**src/rtl/mem_bus_arbiter.sv**
```systemverilog
// Byte-serial arbiter for the shared system memory bus: fetch and memory-operator ports.
// Build option MEM_ARB_ROUND_ROBIN_EN swaps fixed mo-first priority for round-robin on ties.
module mem_bus_arbiter #(
    parameter int          ADDR_W = 32,
    parameter logic [1:0]  IO_HI  = 2'b11
) (
    input  logic              clk_in,
    input  logic              rst_in,
    input  logic              rdy_in,
    input  logic              flush_pipline,
    input  logic              if_req,
    input  logic [ADDR_W-1:0] if_addr,
    output logic              if_gnt,
    output logic              if_done,
    output logic [31:0]       if_rdata,
    input  logic              mo_req,
    input  logic              mo_we,
    input  logic [ADDR_W-1:0] mo_addr,
    input  logic [1:0]        mo_size,
    input  logic [31:0]       mo_wdata,
    output logic              mo_gnt,
    output logic              mo_done,
    output logic [31:0]       mo_rdata,
    input  logic [7:0]        mem_din,
    output logic [7:0]        mem_dout,
    output logic [ADDR_W-1:0] mem_a,
    output logic              mem_wr,
    input  logic              io_buffer_full
);

    localparam logic [1:0] S_IDLE = 2'd0;
    localparam logic [1:0] S_RD   = 2'd1;
    localparam logic [1:0] S_WR   = 2'd2;
    localparam logic [1:0] S_DONE = 2'd3;

    logic [1:0]        r_state;
    logic [2:0]        r_cnt;
    logic [ADDR_W-1:0] r_base;
    logic [1:0]        r_size;
    logic [31:0]       r_wdata;
    logic [31:0]       r_rdata;
    logic              r_owner_mo;
    logic              r_we;

    logic              w_arb_ok;
    logic              w_pick_mo;
    logic [1:0]        w_size_n;
    logic [2:0]        w_nbytes;
    logic              w_addr_phase;
    logic [ADDR_W-1:0] w_cur_a;
    logic [7:0]        w_wbyte;
    logic              w_io_stall;
    logic [1:0]        w_cap_idx;

    assign w_arb_ok = (r_state == S_IDLE) && rdy_in && !flush_pipline;

`ifdef MEM_ARB_ROUND_ROBIN_EN
    logic r_last_mo;
    // On a tie the port that did not win last time goes first.
    assign w_pick_mo = mo_req && (!if_req || !r_last_mo);

    always_ff @(posedge clk_in or posedge rst_in) begin
        if (rst_in) begin
            r_last_mo <= 1'b0;
        end else if (mo_gnt) begin
            r_last_mo <= 1'b1;
        end else if (if_gnt) begin
            r_last_mo <= 1'b0;
        end
    end
`else
    assign w_pick_mo = mo_req;
`endif

    assign mo_gnt = w_arb_ok && w_pick_mo;
    assign if_gnt = w_arb_ok && if_req && !w_pick_mo;

    assign w_size_n     = (mo_size == 2'd2) ? 2'd3 : mo_size;
    assign w_nbytes     = {1'b0, r_size} + 3'd1;
    assign w_addr_phase = (r_cnt <= {1'b0, r_size});
    assign w_cur_a      = r_base + {{(ADDR_W-2){1'b0}}, r_cnt[1:0]};
    assign w_wbyte      = r_wdata[{r_cnt[1:0], 3'b000} +: 8];
    assign w_io_stall   = (w_cur_a[17:16] == IO_HI) && io_buffer_full;
    // Byte addressed in the previous cycle lands now; count 4 wraps to lane 3.
    assign w_cap_idx    = r_cnt[1:0] - 2'd1;

    always_comb begin
        mem_a    = '0;
        mem_dout = 8'h00;
        mem_wr   = 1'b0;
        if ((r_state == S_RD && w_addr_phase) || r_state == S_WR) begin
            mem_a = w_cur_a;
        end
        if (r_state == S_WR) begin
            mem_dout = w_wbyte;
            mem_wr   = rdy_in && !w_io_stall;
        end
    end

    // Reads abandoned by a flush in DONE never report; stores always do.
    assign if_done  = (r_state == S_DONE) && !r_owner_mo && rdy_in && !flush_pipline;
    assign mo_done  = (r_state == S_DONE) && r_owner_mo && rdy_in && (r_we || !flush_pipline);
    assign if_rdata = if_done ? r_rdata : 32'h0;
    assign mo_rdata = mo_done ? r_rdata : 32'h0;

    always_ff @(posedge clk_in or posedge rst_in) begin
        if (rst_in) begin
            r_state    <= S_IDLE;
            r_cnt      <= 3'd0;
            r_base     <= '0;
            r_size     <= 2'd0;
            r_wdata    <= 32'h0;
            r_rdata    <= 32'h0;
            r_owner_mo <= 1'b0;
            r_we       <= 1'b0;
        end else if (rdy_in) begin
            case (r_state)
                S_IDLE: begin
                    r_cnt <= 3'd0;
                    if (mo_gnt) begin
                        r_owner_mo <= 1'b1;
                        r_we       <= mo_we;
                        r_base     <= mo_addr;
                        r_size     <= w_size_n;
                        r_wdata    <= mo_wdata;
                        r_rdata    <= 32'h0;
                        r_state    <= mo_we ? S_WR : S_RD;
                    end else if (if_gnt) begin
                        r_owner_mo <= 1'b0;
                        r_we       <= 1'b0;
                        r_base     <= if_addr;
                        r_size     <= 2'd3;
                        r_wdata    <= 32'h0;
                        r_rdata    <= 32'h0;
                        r_state    <= S_RD;
                    end
                end
                S_RD: begin
                    if (flush_pipline) begin
                        r_state <= S_IDLE;
                        r_cnt   <= 3'd0;
                        r_rdata <= 32'h0;
                    end else begin
                        if (r_cnt != 3'd0) begin
                            r_rdata[{w_cap_idx, 3'b000} +: 8] <= mem_din;
                        end
                        if (r_cnt == w_nbytes) begin
                            r_state <= S_DONE;
                        end else begin
                            r_cnt <= r_cnt + 3'd1;
                        end
                    end
                end
                S_WR: begin
                    if (!w_io_stall) begin
                        if (r_cnt[1:0] == r_size) begin
                            r_state <= S_DONE;
                        end else begin
                            r_cnt <= r_cnt + 3'd1;
                        end
                    end
                end
                default: begin
                    r_state <= S_IDLE;
                    r_cnt   <= 3'd0;
                end
            endcase
        end
    end

endmodule

```
**config.mk**
```make
export PLATFORM = sky130hd
export DESIGN_NAME = mem_bus_arbiter
export DESIGN_NICKNAME = d
export VERILOG_FILES = /design/src/rtl/mem_bus_arbiter.sv
export SDC_FILE = /design/constraint.sdc
export NUM_CORES = 1
export LEC_CHECK = 0
export CAP_MARGIN = 20
export CORE_ASPECT_RATIO = 1.5
export CORE_MARGIN = 8
export CORE_UTILIZATION = 33
export CTS_BUF_LIST = sky130_fd_sc_hd__clkbuf_8 sky130_fd_sc_hd__clkbuf_16
export CTS_CLUSTER_SIZE = 30
export DETAILED_ROUTE_END_ITERATION = 16
export GPL_TIMING_DRIVEN = 1
export HOLD_SLACK_MARGIN = 0.1
export SYNTH_ARGS = -nofsm -noshare
export SYNTH_HDL_FRONTEND = slang
export SYNTH_SLANG_ARGS = --single-unit
```
**constraint.sdc**
```tcl
create_clock -name clk_in -period 3.32 [get_ports clk_in]
set_input_delay 0.664 -clock clk_in [delete_from_list [all_inputs] [get_ports clk_in]]
set_output_delay 0.664 -clock clk_in [all_outputs]
set_load 0.03 [all_outputs]
```
==> reports/results.tsv, run 1 <==
metric	value	unit
status	finished clean	
Mapped Cells	629	
vias in the first global route	5764	
total number of vias	5366	
max-slew violations	0	
Port Buf Inserts	222	
HP Start	r_wdata[15]	
GRT Util Overall	16.8	%
clock transition at the registers of the reported paths	0.07	ns
XOR/XNOR share of the synthesized area	4.28	%
grt total ovfl	0	
worst r2r src	r_state[1]	
Max Fanout on Critical Path	7	
asr flop ratio synth	100	%
largest cells by area after synthesis	dfrtp_1 (43%), and2_1 (7.6%), a22o_1 (5.7%)	
H-tree depth	3	
largest net degree at the start of global routing	106	
R2R depth	6	
maximum vdd drop	0.336	mV
HPWL Detailed	15300	µm
post-synthesis simple-gate area fraction	21.2	%
Fin Hold WS	0.500	ns
fin cells	1108	
Reg-to-Reg End	r_rdata[9]	
Synth Area in Compound Gates	11.5	%
post-synthesis sequential area ratio	42.8	%
total core area	18400	µm²
combinational family with the most area after synthesis	simple AND/OR/NAND/NOR gates	
NumNets Final	979	
leakage	4.23	nW
GP Congestion	0.918	
Sink Count	105	
clock tree root driver cell	clkbuf_16	
clk_skew	0.0108	ns
syn_area_per_cell	9.76	µm²
max frequency	0.316	GHz
critical path type	reg -> out	
Routed WL per cell	17.7	µm
Rows	61	
most frequent cell after synthesis	dfrtp_1	
Post-Syn Nets	759	
DRT iter0 DRCs	289	
MaxCap Viol Count	0	
IO Pins	223	
DRC errors left	0	
period utilisation layout	95.4	%
first-pass GRT wire length	31100	µm
CTS tree	yes	
post-synthesis register bit count	105	
worst hold path endpoint	r_wdata[15]	
synthesis-to-finish area growth	45.6	%
PwrDens	693	nW/µm²
top_reg_cell synth	dfrtp_1	
RSZ-0062 raised after global routing	no	
number of CTS-inserted buffers	9	
area leader, netlist	dfrtp_1	
die area	23300	µm²
arrival time worst endpoint	2.50	ns
library cells used by synthesis	46	
Pre-antenna DRT Iters	4	
Detailed Route WL	19600	µm
CTS max path bufs	2	
worst rel slew slack	42.7	%
share of cells above drive strength 1	20.4	%
Die Span Y	183	µm
reg-to-reg setup timing slack	0.98	ns
starting density of the core	33.4	%
CTS hold repair buffers	0	
number of synthesized flops with an enable pin	0	
Post-Synth Adder-Cell Area	3.38	%
cell area after synthesis	6140	µm²
mux contribution to synthesized area	13.5	%
Period minus WS final	3.17	ns
Worst Hold Depth	1	
CP required	2.66	ns
setup TNS	0	ns
via/cell ratio	4.84	
final setup violation count	0	
Core Util, Final	48.6	%
Hold Fails Final Rpt	0	
clock latency on the worst-skew pair	0.35	ns
synth cell count leaders	dfrtp_1 (105), and2_1 (75), nor2_1 (71)	
Setup crit start kind	register	
Crit. End Element	output pin	
Synth top area share	42.8	%
Ys Warns	0	
die width	127	µm
Worst Tran Pin Value	0.859	ns
HP Class	reg -> reg	
Post-DRT Antenna Nets	0	
Inst Count DP	1085	
initial antenna violation count	2	
[cell usage in the layout (no fill, tap or decap), types with 2 or more instances in the layout]
master and n:
mux2_1 2, dlygate4sd2_1 21, a21oi_1 6, a22o_1 40, clkinvlp_4 3, diode_2 2
clkbuf_16 9, and4_1 2, a31oi_4 2, ha_1 14, clkinv_8 2, mux2i_1 32
clkdlybuf4s50_1 121, and2_1 74, o21ai_2 3, buf_12 3, xor2_1 22, nand3_1 15
nand4_1 6, mux2_4 3, nor2_1 71, dfrtp_1 104, mux4_2 8, inv_1 14
buf_4 98, mux2_2 23, o21ai_0 38, nor2b_1 6, nand2_1 57, nand2_2 3
or3_1 3, nand2b_1 9, xnor2_1 8, o21ai_1 2, o21a_1 3
[what timing repair did]
item / CTS / global route
resized for setup: 29 / 7
pin swaps: 2 / 2
gates cloned: 1 / 0
setup endpoints to repair: 28 / 9
setup buffers: 2 / 2
[metal layers]
metal / wire (µm) / global-route usage (%) / share of wire [%]
met1: 7380 / 17.7 / 38
met2: 10500 / 30.8 / 54
met3: 1190 / 4.33 / 6.1
met4: 532 / 6.93 / 2.7
met5: 0 / 0 / 0
[critical path, stage by stage, from the launching register on]
cell and delay, ns:
dfrtp_2 0.41, ha_4 0.15, fa_2 0.21, nand3_1 0.10, or3_4 0.39, and2b_2 0.31
nand4_1 0.13, xor2_1 0.16, nor2_1 0.11, buf_4 0.18
[per-stage QoR]
step                cell area, µm²  power (mW)  worst slack (ns)
floorplan                     6140        3.99             0.219
global placement              8550        5.06             0.150
global route                  8930        6.60           0.00196
CTS                           8890        6.23           0.00873
finish                        8930        6.19             0.151
detailed placement            8550        5.13            0.0484
[area by class of cell]
| cell class | count | area [µm²] |
|---|---|---|
| fill | 1742 | 9460 |
| clock buffer | 9 | 225 |
| tap | 252 | 315 |
| timing repair buffer | 245 | 2210 |
| sequential | 105 | 2630 |
| multi-input combinational | 472 | 3400 |
| clock inverter | 7 | 83.8 |
| inverter | 16 | 63.8 |
| antenna | 2 | 5.00 |
[how the worst max path moves through the flow]
stage	startpoint	to	slack, ns	depth (start not counted)
2_1_floorplan	r_cnt[0]	mem_a[12]	0.22	8
3_3_place_gp	r_cnt[0]	mem_a[29]	0.15	7
3_5_place_dp	r_cnt[0]	mem_a[2]	0.05	7
4_1_cts	r_cnt[1]	mem_a[22]	0.009	9
5_1_grt	r_cnt[1]	mem_a[27]	0.002	8
6_report	r_cnt[0]	mem_a[22]	0.15	9
[state kept, by name, indices dropped and copies added (netlist names)]
name	cells
r_base	32
r_cnt	3
r_owner_mo	1
r_rdata	32
r_size	2
r_state	2
r_wdata	32
r_we	1
[kinds of logic after synthesis]
group | after synthesis
multiplexers | 68
flip-flops | 105
AO/OA/AOI/OAI | 101
adder cells (fa/ha/maj) | 16
XOR/XNOR | 30
AND/OR/NAND/NOR | 256
buffers and inverters | 53
[power breakdown]
part           switching [mW]  total (mW)  internal (mW)
clock network           0.546        1.09          0.540
registers               0.439        2.19           1.75
logic                    1.60        2.91           1.31
No activity file was read; power rests on OpenSTA's default activity.
==> run 2, diff against run 1 <==
--- a/config.mk
+++ b/config.mk
@@ -10,10 +10,12 @@
 export CORE_MARGIN = 8
 export CORE_UTILIZATION = 33
 export CTS_BUF_LIST = sky130_fd_sc_hd__clkbuf_8 sky130_fd_sc_hd__clkbuf_16
+export CTS_CLUSTER_DIAMETER = 80
 export CTS_CLUSTER_SIZE = 30
 export DETAILED_ROUTE_END_ITERATION = 16
 export GPL_TIMING_DRIVEN = 1
 export HOLD_SLACK_MARGIN = 0.1
+export REMOVE_ABC_BUFFERS = 1
 export SYNTH_ARGS = -nofsm -noshare
 export SYNTH_HDL_FRONTEND = slang
 export SYNTH_SLANG_ARGS = --single-unit
==> run 2 against run 1 <==
  * Via count down 1.0%
  * Non-clock buffer count up 3
  * Clock skew up 0.00071 ns
  * Sequential power about the same
  * Setup slack worse by 0.091 ns
  * Highest routed layer unchanged
  * Count of clock-buffer cells in the layout unchanged
  * Hold slack worse by 0.00080 ns
  * Clock power about the same
  * Core utilization up 0.075 points
==> reports/results.tsv, run 2 (synthesis results as in run 1) <==
metric	value	unit	change
Core Util, Final	48.6	%	+0.075 points
Period minus WS final	3.26	ns	+0.0906 ns
CTS tree	yes		
leakage	4.27	nW	+0.83%
total number of vias	5312		-1.0%
Setup crit start kind	register		
first-pass GRT wire length	30700	µm	-1.4%
Sink Count	105		unchanged
# diodes	0		-2
final setup violation count	0		unchanged
largest delay contributor family on the critical path	simple AND/OR/NAND/NOR gates		
die area	23300	µm²	unchanged
Fin Hold WS	0.499	ns	-0.000803 ns
die width	127	µm	unchanged
Hold Fails Final Rpt	0		unchanged
IO Pins	223		unchanged
crit path cell chain	ha_4 > fa_2 > nand3_2 > or3_4 > buf_6 > and2b_2 > nand3_1 > xor2_1 > nor2_1 > buf_4		
CP required	2.66	ns	about the same
CP Launch Point	r_cnt[0]		
max frequency	0.307	GHz	-2.8%
RSZ-0062 raised after global routing	yes		
MaxCap Viol Count	0		unchanged
CTS hold repair buffers	0		unchanged
largest net degree at the start of global routing	97		-8.5%
max-slew violations	0		unchanged
Die Span Y	183	µm	unchanged
vias in the first global route	5829		+1.1%
Max Fanout on Critical Path	6		-1
Port Buf Inserts	222		unchanged
HP Start	r_wdata[23]		
CP max-delay cell	dfrtp_1		
grt total ovfl	0		unchanged
top flop regs	r_base: 32 flops, r_rdata: 32 flops, r_wdata: 32 flops		
end point of the critical path	mem_a[26]		
DRT iter0 DRCs	204		-29%
worst rel slew slack	60.9	%	+18 points
via/cell ratio	4.79		-1.0%
CTS max path bufs	2		unchanged
fin cells	1108		unchanged
GRT Util Overall	16.5	%	-0.30 points
synthesis-to-finish area growth	45.8	%	
R2R depth	7		+1
Worst Tran Pin Value	0.582	ns	-0.277 ns
H-tree depth	3		unchanged
reg-to-reg setup timing slack	0.85	ns	-0.13 ns
Pre-antenna DRT Iters	4		unchanged
Post-DRT Antenna Nets	0		unchanged
total core area	18400	µm²	unchanged
GP Congestion	0.836		-9.0%
Rows	61		unchanged
HPWL Detailed	15000	µm	-2.1%
critical path type	reg -> out		
number of CTS-inserted buffers	9		unchanged
worst path buffer plus inverter count	2		+1
most common cell after layout, fill and taps aside	clkdlybuf4s50_1		
period utilisation layout	98.2	%	+2.7 points
share of cells above drive strength 1	20.2	%	-0.16 points
fill count	1757		+0.86%
starting density of the core	33.4	%	unchanged
clock transition at the registers of the reported paths	0.07	ns	about the same
HP Class	reg -> reg		
clock tree root driver cell	clkbuf_16		
Reg-to-Reg End	r_state[1]		
worst r2r src	r_cnt[0]		
Crit. End Element	output pin		
Critical Path Stages	10		+1
Routed WL per cell	17.3	µm	-2.2%
clock latency on the worst-skew pair	0.34	ns	about the same
status	finished clean		
clk_skew	0.0116	ns	+0.000710 ns
arrival time worst endpoint	2.60	ns	+0.10 ns
DRC errors left	0		unchanged
PwrDens	684	nW/µm²	-1.3%
Max stage delay on crit path	0.42	ns	about the same
Inst Count DP	1088		+0.28%
NumNets Final	981		+0.20%
initial antenna violation count	0		-2
commonest non-fill, non-tap cells in the layout	clkdlybuf4s50_1 (121), dfrtp_1 (104), buf_4 (95)		
Detailed Route WL	19200	µm	-2.2%
maximum vdd drop	0.383	mV	+14%
-- run 2: layout make-up --
cell class                 count  area (µm²)  share of cell area (%)
clock buffer                   9         225                    2.52
clock inverter                 7        75.1                   0.839
inverter                      16        62.6                   0.699
multi-input combinational    471        3360                    37.6
sequential                   105        2630                    29.4
tap                          252         315                    3.52
timing repair buffer         248        2280                    25.4
-- run 2: layer usage --
metal | vias up | GRT usage (%) | part of all wire (%)
li1 | 2595 | - | -
met1 | 2510 | 17.7 | 38
met2 | 193 | 29.4 | 51
met3 | 14 | 6.63 | 9.7
met4 | 0 | 4.16 | 1.0
met5 | - | 0 | 0
-- run 2: per-stage QoR --
step	worst slack, ns	power [mW]	instance area, µm²	TNS, ns
after floorplan	-0.871	3.95	5990	-54.35
after global placement	0.193	5.08	8610	0
after detailed placement	0.200	5.13	8610	0
after CTS	0.00717	6.17	8890	0
after global routing	-0.104	6.57	8950	-2.14
final	0.0607	6.12	8950	0
-- run 2: repair_timing --
action                                  in CTS  in global routing
pin swaps                                    0                  4
gates resized for setup                     28                  9
endpoints found under the setup margin      29                 30
setup buffers                                0                  4
-- run 2: power by group --
group          switching (mW)  internal (mW)  total (mW)
Combinational            1.57           1.28        2.85
Sequential              0.426           1.75        2.18
Clock                   0.498          0.593        1.09
-- run 2: how the worst min path moves through the flow --
stage | cells past startpoint | to | slack [ns]
finish | 1 | r_wdata[23] | 0.50
CTS | 1 | r_wdata[24] | 0.50
global route | 1 | r_wdata[3] | 0.52
detailed placement | 1 | r_wdata[15] | 0.48
floorplan | 1 | r_wdata[16] | 0.46
global placement | 1 | r_wdata[27] | 0.48
-- run 2: worst reg2reg max path: stages, from the launching register on --
cell and delay [ns]:
dfrtp_1 0.42, buf_8 0.21, inv_1 0.14, ha_1 0.34, or3_1 0.40, a221oi_1 0.38, o21ai_2 0.13, mux2_1 0.33
==> run 3, diff against run 2 <==
--- a/config.mk
+++ b/config.mk
@@ -9,7 +9,7 @@
 export CORE_ASPECT_RATIO = 1.5
 export CORE_MARGIN = 8
 export CORE_UTILIZATION = 33
-export CTS_BUF_LIST = sky130_fd_sc_hd__clkbuf_8 sky130_fd_sc_hd__clkbuf_16
+export CTS_BUF_LIST = sky130_fd_sc_hd__clkbuf_4 sky130_fd_sc_hd__clkbuf_8 sky130_fd_sc_hd__clkbuf_16
 export CTS_CLUSTER_DIAMETER = 80
 export CTS_CLUSTER_SIZE = 30
 export DETAILED_ROUTE_END_ITERATION = 16
==> results of run 3 <==
Same layout as run 2: the final DEF is identical, and so are final timing and power.
